--- src/rtl/regfile_arb_pkg.sv ---
// Shared constants and types for the register-file write arbiter.
// Holds the default geometry, the write-request record and the requester id type.
package regfile_arb_pkg;

    localparam int DATA_W = 24;
    localparam int ADDR_W = 2;

    typedef struct packed {
        logic [ADDR_W-1:0] addr;
        logic [DATA_W-1:0] data;
    } wr_req_t;

    typedef logic req_id_t;

    // Requester 1 counts as granted last out of reset so requester 0 wins the first tie.
    localparam req_id_t RR_LAST_INIT = 1'b1;

endpackage

--- src/rtl/regfile_write_arbiter_rr_arb2.sv ---
// Two-way round-robin grant: combinational grant from the valids and the
// last-accepted requester, which is only updated on an accepted transfer.
module rr_arb2
    import regfile_arb_pkg::*;
(
    input  logic       clk,
    input  logic       reset,
    input  logic [1:0] valid,
    input  logic [1:0] accept,
    output logic [1:0] grant
);

    req_id_t rr_last_r;

    // Sole requester wins; on a tie the requester not granted last wins.
    always_comb begin
        grant = 2'b00;
        case (valid)
            2'b01:   grant = 2'b01;
            2'b10:   grant = 2'b10;
            2'b11:   grant = (rr_last_r == 1'b1) ? 2'b01 : 2'b10;
            default: grant = 2'b00;
        endcase
    end

    // Track the requester whose transfer was accepted most recently.
    always_ff @(posedge clk) begin
        if (!reset) begin
            rr_last_r <= RR_LAST_INIT;
        end else if (accept[0]) begin
            rr_last_r <= 1'b0;
        end else if (accept[1]) begin
            rr_last_r <= 1'b1;
        end else begin
            rr_last_r <= rr_last_r;
        end
    end

endmodule

--- src/rtl/regfile_write_arbiter.sv ---
// Arbitrates two writeback sources onto the single register-file write port
// through a one-entry output stage that freezes while the core holds.
module regfile_write_arbiter #(
    parameter int DATA_W = regfile_arb_pkg::DATA_W,
    parameter int ADDR_W = regfile_arb_pkg::ADDR_W
) (
    input  logic                     clk,
    input  logic                     reset,
    input  logic                     hold,
    input  logic                     req0_valid,
    input  logic [ADDR_W-1:0]        req0_addr,
    input  logic [DATA_W-1:0]        req0_data,
    output logic                     req0_ready,
    input  logic                     req1_valid,
    input  logic [ADDR_W-1:0]        req1_addr,
    input  logic [DATA_W-1:0]        req1_data,
    output logic                     req1_ready,
    output logic                     write,
    output logic [ADDR_W-1:0]        addr3,
    output logic [DATA_W-1:0]        data3,
    output logic [(1<<ADDR_W)-1:0]   pending
);

    localparam int NREG = 1 << ADDR_W;

    logic [1:0]        grant_s;
    logic [1:0]        accept_s;
    logic              stage_valid_r;
    logic [ADDR_W-1:0] stage_addr_r;
    logic [DATA_W-1:0] stage_data_r;

    rr_arb2 u_rr_arb2 (
        .clk    (clk),
        .reset  (reset),
        .valid  ({req1_valid, req0_valid}),
        .accept (accept_s),
        .grant  (grant_s)
    );

    assign req0_ready = grant_s[0] & ~hold & reset;
    assign req1_ready = grant_s[1] & ~hold & reset;
    assign accept_s   = {req1_valid & req1_ready, req0_valid & req0_ready};

    // Output stage: load the winner, drain when idle, freeze while held.
    always_ff @(posedge clk) begin
        if (!reset) begin
            stage_valid_r <= 1'b0;
            stage_addr_r  <= {ADDR_W{1'b0}};
            stage_data_r  <= {DATA_W{1'b0}};
        end else if (hold) begin
            stage_valid_r <= stage_valid_r;
            stage_addr_r  <= stage_addr_r;
            stage_data_r  <= stage_data_r;
        end else if (accept_s[0]) begin
            stage_valid_r <= 1'b1;
            stage_addr_r  <= req0_addr;
            stage_data_r  <= req0_data;
        end else if (accept_s[1]) begin
            stage_valid_r <= 1'b1;
            stage_addr_r  <= req1_addr;
            stage_data_r  <= req1_data;
        end else begin
            stage_valid_r <= 1'b0;
            stage_addr_r  <= stage_addr_r;
            stage_data_r  <= stage_data_r;
        end
    end

    // Write port drive; reset gating drops an in-flight write before the stage clears.
    always_comb begin
        write   = 1'b0;
        pending = {NREG{1'b0}};
        if (stage_valid_r && !hold && reset) begin
            write   = 1'b1;
            pending = {{(NREG-1){1'b0}}, 1'b1} << stage_addr_r;
        end else begin
            write   = 1'b0;
            pending = {NREG{1'b0}};
        end
    end

    assign addr3 = stage_addr_r;
    assign data3 = stage_data_r;

endmodule

--- config.mk ---
export PLATFORM = sky130hd
export DESIGN_NAME = regfile_write_arbiter
export DESIGN_NICKNAME = d
export VERILOG_FILES = /design/src/rtl/regfile_arb_pkg.sv /design/src/rtl/regfile_write_arbiter_rr_arb2.sv /design/src/rtl/regfile_write_arbiter.sv
export SDC_FILE = /design/constraint.sdc
export NUM_CORES = 1
export LEC_CHECK = 0
export BUFFER_PORTS_ARGS = -buffer_cell sky130_fd_sc_hd__buf_2
export CAP_MARGIN = 40
export CORE_MARGIN = 5
export CORE_UTILIZATION = 44
export CTS_CLUSTER_SIZE = 20
export DETAILED_ROUTE_END_ITERATION = 8
export PLACE_DENSITY_LB_ADDON = 0.2
export SLEW_MARGIN = 40
export SYNTH_ARGS = -nofsm -noshare
export SYNTH_HDL_FRONTEND = slang
export SYNTH_SLANG_ARGS = --single-unit
--- constraint.sdc ---
create_clock -name clk -period 1.6 [get_ports clk]
set_input_delay 0.16 -clock clk [delete_from_list [all_inputs] [get_ports clk]]
set_output_delay 0.16 -clock clk [all_outputs]
set_load 0.05 [all_outputs]
==> results of run 1 <==
## placed cells by master, fill, tap and decap left out, types with 2 or more instances in the layout
master    count
nor3_2        2
inv_1         2
clkbuf_8      3
a311oi_1      6
a311oi_2     20
nand2b_1      2
nor2_1        4
dfxtp_1      28
o21ai_0      26
buf_4        11
nand2_1       4
buf_2        88
a21oi_1      27
nand4_1      26
## worst max-delay path, cell delays in order, from the launching register on
cell and delay, ns:
dfxtp_1 0.42, nor2b_2 0.06, buf_4 0.22, nor2_1 0.12, clkbuf_4 0.23
## metrics by stage
stage / util (%) / worst slack [ns] / hold WS [ns] / TNS, ns / instances
2_1_floorplan: - / -0.09596 / 0.2982 / -0.2577 / 181
3_3_place_gp: 57.88 / 0.3250 / 0.4480 / 0 / 305
3_5_place_dp: 57.88 / 0.2878 / 0.4520 / 0 / 305
4_1_cts: 59.02 / 0.07699 / 0.1561 / 0 / 308
5_1_grt: 59.09 / 0.02121 / 0.1700 / 0 / 308
6_report: 59.09 / 0.1173 / 0.1575 / 0 / 308
## cell type report
| cell class | count | area share [%] |
|---|---|---|
| clock buffers | 3 | 1.938 |
| inverters | 3 | 0.5285 |
| multi-input cells | 125 | 42.57 |
| flip-flops and latches | 28 | 26.31 |
| well taps | 48 | 2.819 |
| repair buffers | 101 | 25.84 |
## report_power, final
| part | internal, uW | switching (uW) |
|---|---|---|
| Sequential | 743 | 29.1 |
| Clock | 169 | 221 |
| Combinational | 176 | 359 |
## worst paths after layout
check	end	slack (ns)	depth (start not counted)
min reg2reg	stage_valid_r$_SDFFE_PN0N_	0.49	2
max	req0_ready	0.12	4
max reg2reg	data3[1]$_SDFFE_PN0P_	0.32	4
min	data3[2]$_SDFFE_PN0P_	0.16	3
## registers in the layout, indices dropped and copies added, names as in the netlist
signal and flops:
u_rr_arb2.rr_last_r 1, stage_valid_r 1, data3 24, addr3 2
## per-layer routing
| layer | wire (um) | track usage (%) | up-vias |
|---|---|---|---|
| li1 | - | - | 872 |
| met5 | 0 | 0 | - |
| met1 | 2168 | 23.95 | 893 |
| met3 | 267 | 3.885 | 6 |
| met2 | 2585 | 33.26 | 60 |
| met4 | 63 | 5.957 | 0 |
## logic make-up (layout without fill, tap and decap cells)
| family | Yosys count | in the layout |
|---|---|---|
| simple gates | 44 | 44 |
| buf+inv | 28 | 107 |
| compound gates | 81 | 81 |
| flops | 28 | 28 |
==> impl_metrics.env, run 1 <==
export IMPL_cts_hold_buffers_added=0
export IMPL_cts_root_buf="clkbuf_8"
export IMPL_drc=0
export IMPL_synth_top_area_share_pct=34.95
export IMPL_synth_edff_count=0
export IMPL_antenna_found_initial=0
export IMPL_synth_cell_types=23
export IMPL_synth_nets=238
export IMPL_clk_insertion_delay_late_ns=0.28
export IMPL_grt_usage_pct=19.31
export IMPL_synth_area_um2=1604
export IMPL_detail_route_iter0_violations=109
export IMPL_grt_max_degree=28
export IMPL_final_cell_area_um2=2131
export IMPL_total_power_uw=1697
export IMPL_final_max_slew_violation_count=0
export IMPL_placed_cell_area_um2=2087
export IMPL_htree_num_levels=1
export IMPL_period_share_pct=92.67
export IMPL_wire_per_inst_um=16.51
export IMPL_leakage_uw=0.0008820
export IMPL_peakVddDrop_v=0.0003354
export IMPL_synth_compound_area_share_pct=39.47
export IMPL_cts_clk_slew_worst_paths_ns=0.10
export IMPL_syn2layout_area_growth_pct=32.84
export IMPL_setup_viol=0
export IMPL_critPathRequiredTime_ns=1.44
export IMPL_core_um2=3606
export IMPL_yosysTopAreaCell="dfxtp_1"
export IMPL_fin_worst_skew_ns=0.004640
export IMPL_portBuffers=89
export IMPL_reg2reg_from="u_rr_arb2.rr_last_r$_SDFFE_PN1P_"
export IMPL_yosys_area_share_simple_pct=15.99
export IMPL_cap_violations=0
export IMPL_globalplace_congestion=0.7579
export IMPL_nets=319
export IMPL_path_max_fanout=27
export IMPL_cp_arrival_ns=1.32
export IMPL_relSlewSlack_pct=73.14
export IMPL_grt_pass1_vias=1721
export IMPL_hold_viol=0
export IMPL_ys_seq_elements=28
export IMPL_io_pins=90
export IMPL_multi_input_comb_area_um2=907.1
export IMPL_hp_class="in -> reg"
export IMPL_rsz0062_at_grt="no"
export IMPL_grt_pass1_wl_um=7955
export IMPL_ys_async_sr_fraction_pct=0
export IMPL_synthTopCellsByCount="a21oi_1 (28), dfxtp_1 (28), nand4_1 (26), o21ai_0 (26), a311oi_2 (20)"
export IMPL_num_vias=1831
export IMPL_end_kind="output port"
export IMPL_synthMuxAreaShare_pct=0
export IMPL_start_util_pct=44.48
export IMPL_num_rows=22
export IMPL_viasPerCell=5.945
export IMPL_cp_start_kind="flip-flop"
export IMPL_cts_tree="built"
export IMPL_power_density_nw_per_um2=796.2
export IMPL_ys_warn_count=0
export IMPL_synthXorXnorAreaFrac_pct=0
export IMPL_overflow=0
export IMPL_worst_pin_slew_ns=0.4028
export IMPL_die_y_um=70.38
export IMPL_clockBufferDepth=2
export IMPL_num_fill_cells=346
export IMPL_ys_top_cells_by_area="dfxtp_1 (35%), a311oi_2 (19%), nand4_1 (10%)"
export IMPL_final_layout_size_suffix_gt1_share_pct=50.38
export IMPL_min_delay_start="req1_data[2]"
export IMPL_crit_path_start="u_rr_arb2.rr_last_r$_SDFFE_PN1P_"
export IMPL_cts_repair_resized=0
export IMPL_dr_pass1_iters=4
export IMPL_cts_buffers_inserted=3
export IMPL_synth_top_family_by_area="compound AO/OA/AOI/OAI gates"
export IMPL_wirelength_um=5085
export IMPL_fin_crit_ns=1.483
export IMPL_cts_sinks=28
export IMPL_syn_inst=181
export IMPL_cts_setup_buffers=0
export IMPL_yosysSeqAreaShare_pct=34.95
export IMPL_die_w_um=70.38
export IMPL_antenna_cells=0
export IMPL_max_freq_ghz=0.6745
export IMPL_synthFlopType="dfxtp_1"
export IMPL_status="finished, final reports clean"
export IMPL_dp_final_hpwl_um=3510
export IMPL_register_area_um2=560.5
export IMPL_setup_worst_path_class="reg -> out"
export IMPL_synth_adder_area_share_pct=0
export IMPL_syn_avg_cell_area_um2=8.862
export IMPL_die_area_um2=4953
export IMPL_detail_route_antenna_nets=0
(Power assumes the default switching activity.)
==> run 2, diff against run 1 <==
--- a/config.mk
+++ b/config.mk
@@ -5,12 +5,12 @@
 export SDC_FILE = /design/constraint.sdc
 export NUM_CORES = 1
 export LEC_CHECK = 0
-export BUFFER_PORTS_ARGS = -buffer_cell sky130_fd_sc_hd__buf_2
 export CAP_MARGIN = 40
 export CORE_MARGIN = 5
-export CORE_UTILIZATION = 44
+export CORE_UTILIZATION = 50
 export CTS_CLUSTER_SIZE = 20
 export DETAILED_ROUTE_END_ITERATION = 8
+export DONT_BUFFER_PORTS = 1
 export PLACE_DENSITY_LB_ADDON = 0.2
 export SLEW_MARGIN = 40
 export SYNTH_ARGS = -nofsm -noshare
==> run 2 against run 1 <==
  * Hold slack got worse by 0.15 ns
  * Register-to-register slack got worse by 0.18 ns
  * Count of clock-buffer cells in the layout unchanged
  * Worst setup slack improved by 0.0029 ns
  * Largest power group unchanged
  * Highest routed layer unchanged
  * Fmax increased by 0.19%
  * Critical path depth unchanged
  * Sequential share of layout area increased by 1.4 points
  * Clock skew increased by 0.0017 ns
  * Wire length decreased by 2.0%
  * Largest cell class unchanged
  * Cell area decreased by 5.2%
==> impl_metrics.env, run 2 (synthesis gave the netlist of run 1 again) <==
export IMPL_status="finished, final reports clean"
export IMPL_wl_met3_um=350
export IMPL_top_layer_used="met4"
export IMPL_antenna_found_initial=0
export IMPL_cts_tree="built"
export IMPL_seqPwrFrac_pct=44.5
export IMPL_drc=0
export IMPL_hp_class="in -> reg"
export IMPL_grt_pass1_vias=1694
export IMPL_wl_met2_um=2568
export IMPL_num_fill_cells=269
export IMPL_clockBufferDepth=2
export IMPL_cts_root_buf="clkbuf_4"
export IMPL_grt_max_degree=29
export IMPL_wirelength_um=4984
export IMPL_setup_worst_path_class="reg -> out"
export IMPL_path_max_fanout=22
export IMPL_worstHoldPathCells=2
export IMPL_grt_pass1_wl_um=7728
export IMPL_wire_per_inst_um=19.62
export IMPL_cp_arrival_ns=1.32
export IMPL_die_area_um2=4441
export IMPL_combPwrFrac_pct=28.8
export IMPL_largest_reg_flops=24
export IMPL_htree_num_levels=1
export IMPL_swShare_pct=33.01
export IMPL_cts_clk_slew_worst_paths_ns=0.16
export IMPL_antenna_cells=0
export IMPL_portBuffers=0
export IMPL_viasPerCell=6.350
export IMPL_layout_common_cells="buf_4 (39), dfxtp_1 (28), a21oi_1 (27)"
export IMPL_r2r_worst_path_cells=4
export IMPL_max_freq_ghz=0.6758
export IMPL_clk_insertion_delay_late_ns=0.33
export IMPL_grt_usage_pct=22.52
export IMPL_overflow=0
export IMPL_setup_viol=0
export IMPL_post_place_ws_ns=0.1764
export IMPL_final_cell_area_um2=2021
export IMPL_leakage_uw=0.0006949
export IMPL_wl_met1_um=1958
export IMPL_internal_power_uw=1163
export IMPL_fin_setup_tns_ns=0
export IMPL_fin_crit_ns=1.480
export IMPL_syn2layout_area_growth_pct=25.98
export IMPL_multi_input_comb_area_um2=907.1
export IMPL_peakVddDrop_v=0.0004497
export IMPL_dp_cells=243
export IMPL_fin_worst_skew_ns=0.006294
export IMPL_power_density_nw_per_um2=859.4
export IMPL_placed_cell_area_um2=1892
export IMPL_dp_final_hpwl_um=3500
export IMPL_cap_violations=0
export IMPL_detail_route_iter0_violations=86
export IMPL_start_util_pct=52.11
export IMPL_core_um2=3078
export IMPL_io_pins=90
export IMPL_worst_pin_slew_ns=0.6811
export IMPL_die_w_um=66.64
export IMPL_stdcell_count=254
export IMPL_end_kind="output port"
export IMPL_cts_sinks=28
export IMPL_die_y_um=66.64
export IMPL_final_layout_size_suffix_gt1_share_pct=35.24
export IMPL_cp_start_kind="flip-flop"
export IMPL_globalplace_congestion=0.7532
export IMPL_num_vias=1613
export IMPL_dr_pass1_iters=5
export IMPL_cts_buffers_inserted=3
export IMPL_critPathRequiredTime_ns=1.44
export IMPL_fin_ws_ns=0.1202
export IMPL_num_rows=20
export IMPL_rsz0062_at_grt="no"
export IMPL_switchingPower_uw=573.4
export IMPL_register_area_um2=560.5
export IMPL_period_share_pct=92.49
export IMPL_detail_route_antenna_nets=0
export IMPL_final_common_cell="buf_4"
export IMPL_cts_setup_buffers=0
export IMPL_pwr_share_clk_pct=26.7
export IMPL_relSlewSlack_pct=54.53
export IMPL_nets=268
export IMPL_hold_viol=0
export IMPL_final_max_slew_violation_count=0
[run 2: changes by cell type in the layout (fill, tap and decap cells not counted), sizes merged]
| cell | before | now |
|---|---|---|
| bufinv | 0 | 1 |
| dlygate4sd3 | 0 | 7 |
| buf | 100 | 43 |
| clkbuf | 4 | 3 |
[run 2: stage by stage]
step / total power [uW] / hold slack [ns] / util [%]
after detailed placement: 1270 / 0.3094 / 61.46
after CTS: 1738 / 0.00003367 / 64.47
after global placement: 1254 / 0.3088 / 61.46
final: 1737 / 0.007487 / 65.65
after global routing: 1815 / 0.0004767 / 65.65
after floorplan: 1161 / 0.2982 / -
[run 2: what timing repair did]
item | in CTS | in global routing
hold endpoints to repair | 6 | 2
hold buffers | 4 | 3
resized for setup | 0 | 2
endpoints found under the setup margin | 0 | 1
[run 2: cell type report]
cell class,count,share of cell area (%)
well taps,44,2.724
multi-input cells,125,44.89
clock inverters,1,1.486
repair buffers,50,21.49
inverters,3,0.5573
clock buffers,3,1.115
flip-flops and latches,28,27.74
[run 2: power by group through the flow]
stage / logic (uW) / clock network [uW] / registers (uW)
2_1_floorplan: 230 / 0 / 931
3_3_place_gp: 470 / 0 / 785
3_5_place_dp: 484 / 0 / 786
4_1_cts: 494 / 473 / 772
5_1_grt: 532 / 505 / 779
6_report: 500 / 464 / 773
[run 2: critical path, stage by stage, from the launching register on]
cell and delay [ns]:
dfxtp_1 0.45, nor2b_2 0.08, buf_6 0.16, nor2_1 0.11, buf_4 0.20
[run 2: path summary, 6_finish.rpt]
check	from	end	slack [ns]
worst max-delay path	u_rr_arb2.rr_last_r$_SDFFE_PN1P_	req0_ready	0.12
worst min-delay path	req1_data[2]	data3[2]$_SDFFE_PN0P_	0.007
worst max register to register	u_rr_arb2.rr_last_r$_SDFFE_PN1P_	data3[18]$_SDFFE_PN0P_	0.14
worst min register to register	stage_valid_r$_SDFFE_PN0N_	stage_valid_r$_SDFFE_PN0N_	0.50
[run 2: routing by layer]
metal | track usage (%) | up-vias
li1 | - | 767
met1 | 26.16 | 768
met2 | 39.48 | 66
met3 | 4.890 | 12
met4 | 9.391 | 0
met5 | 0 | -
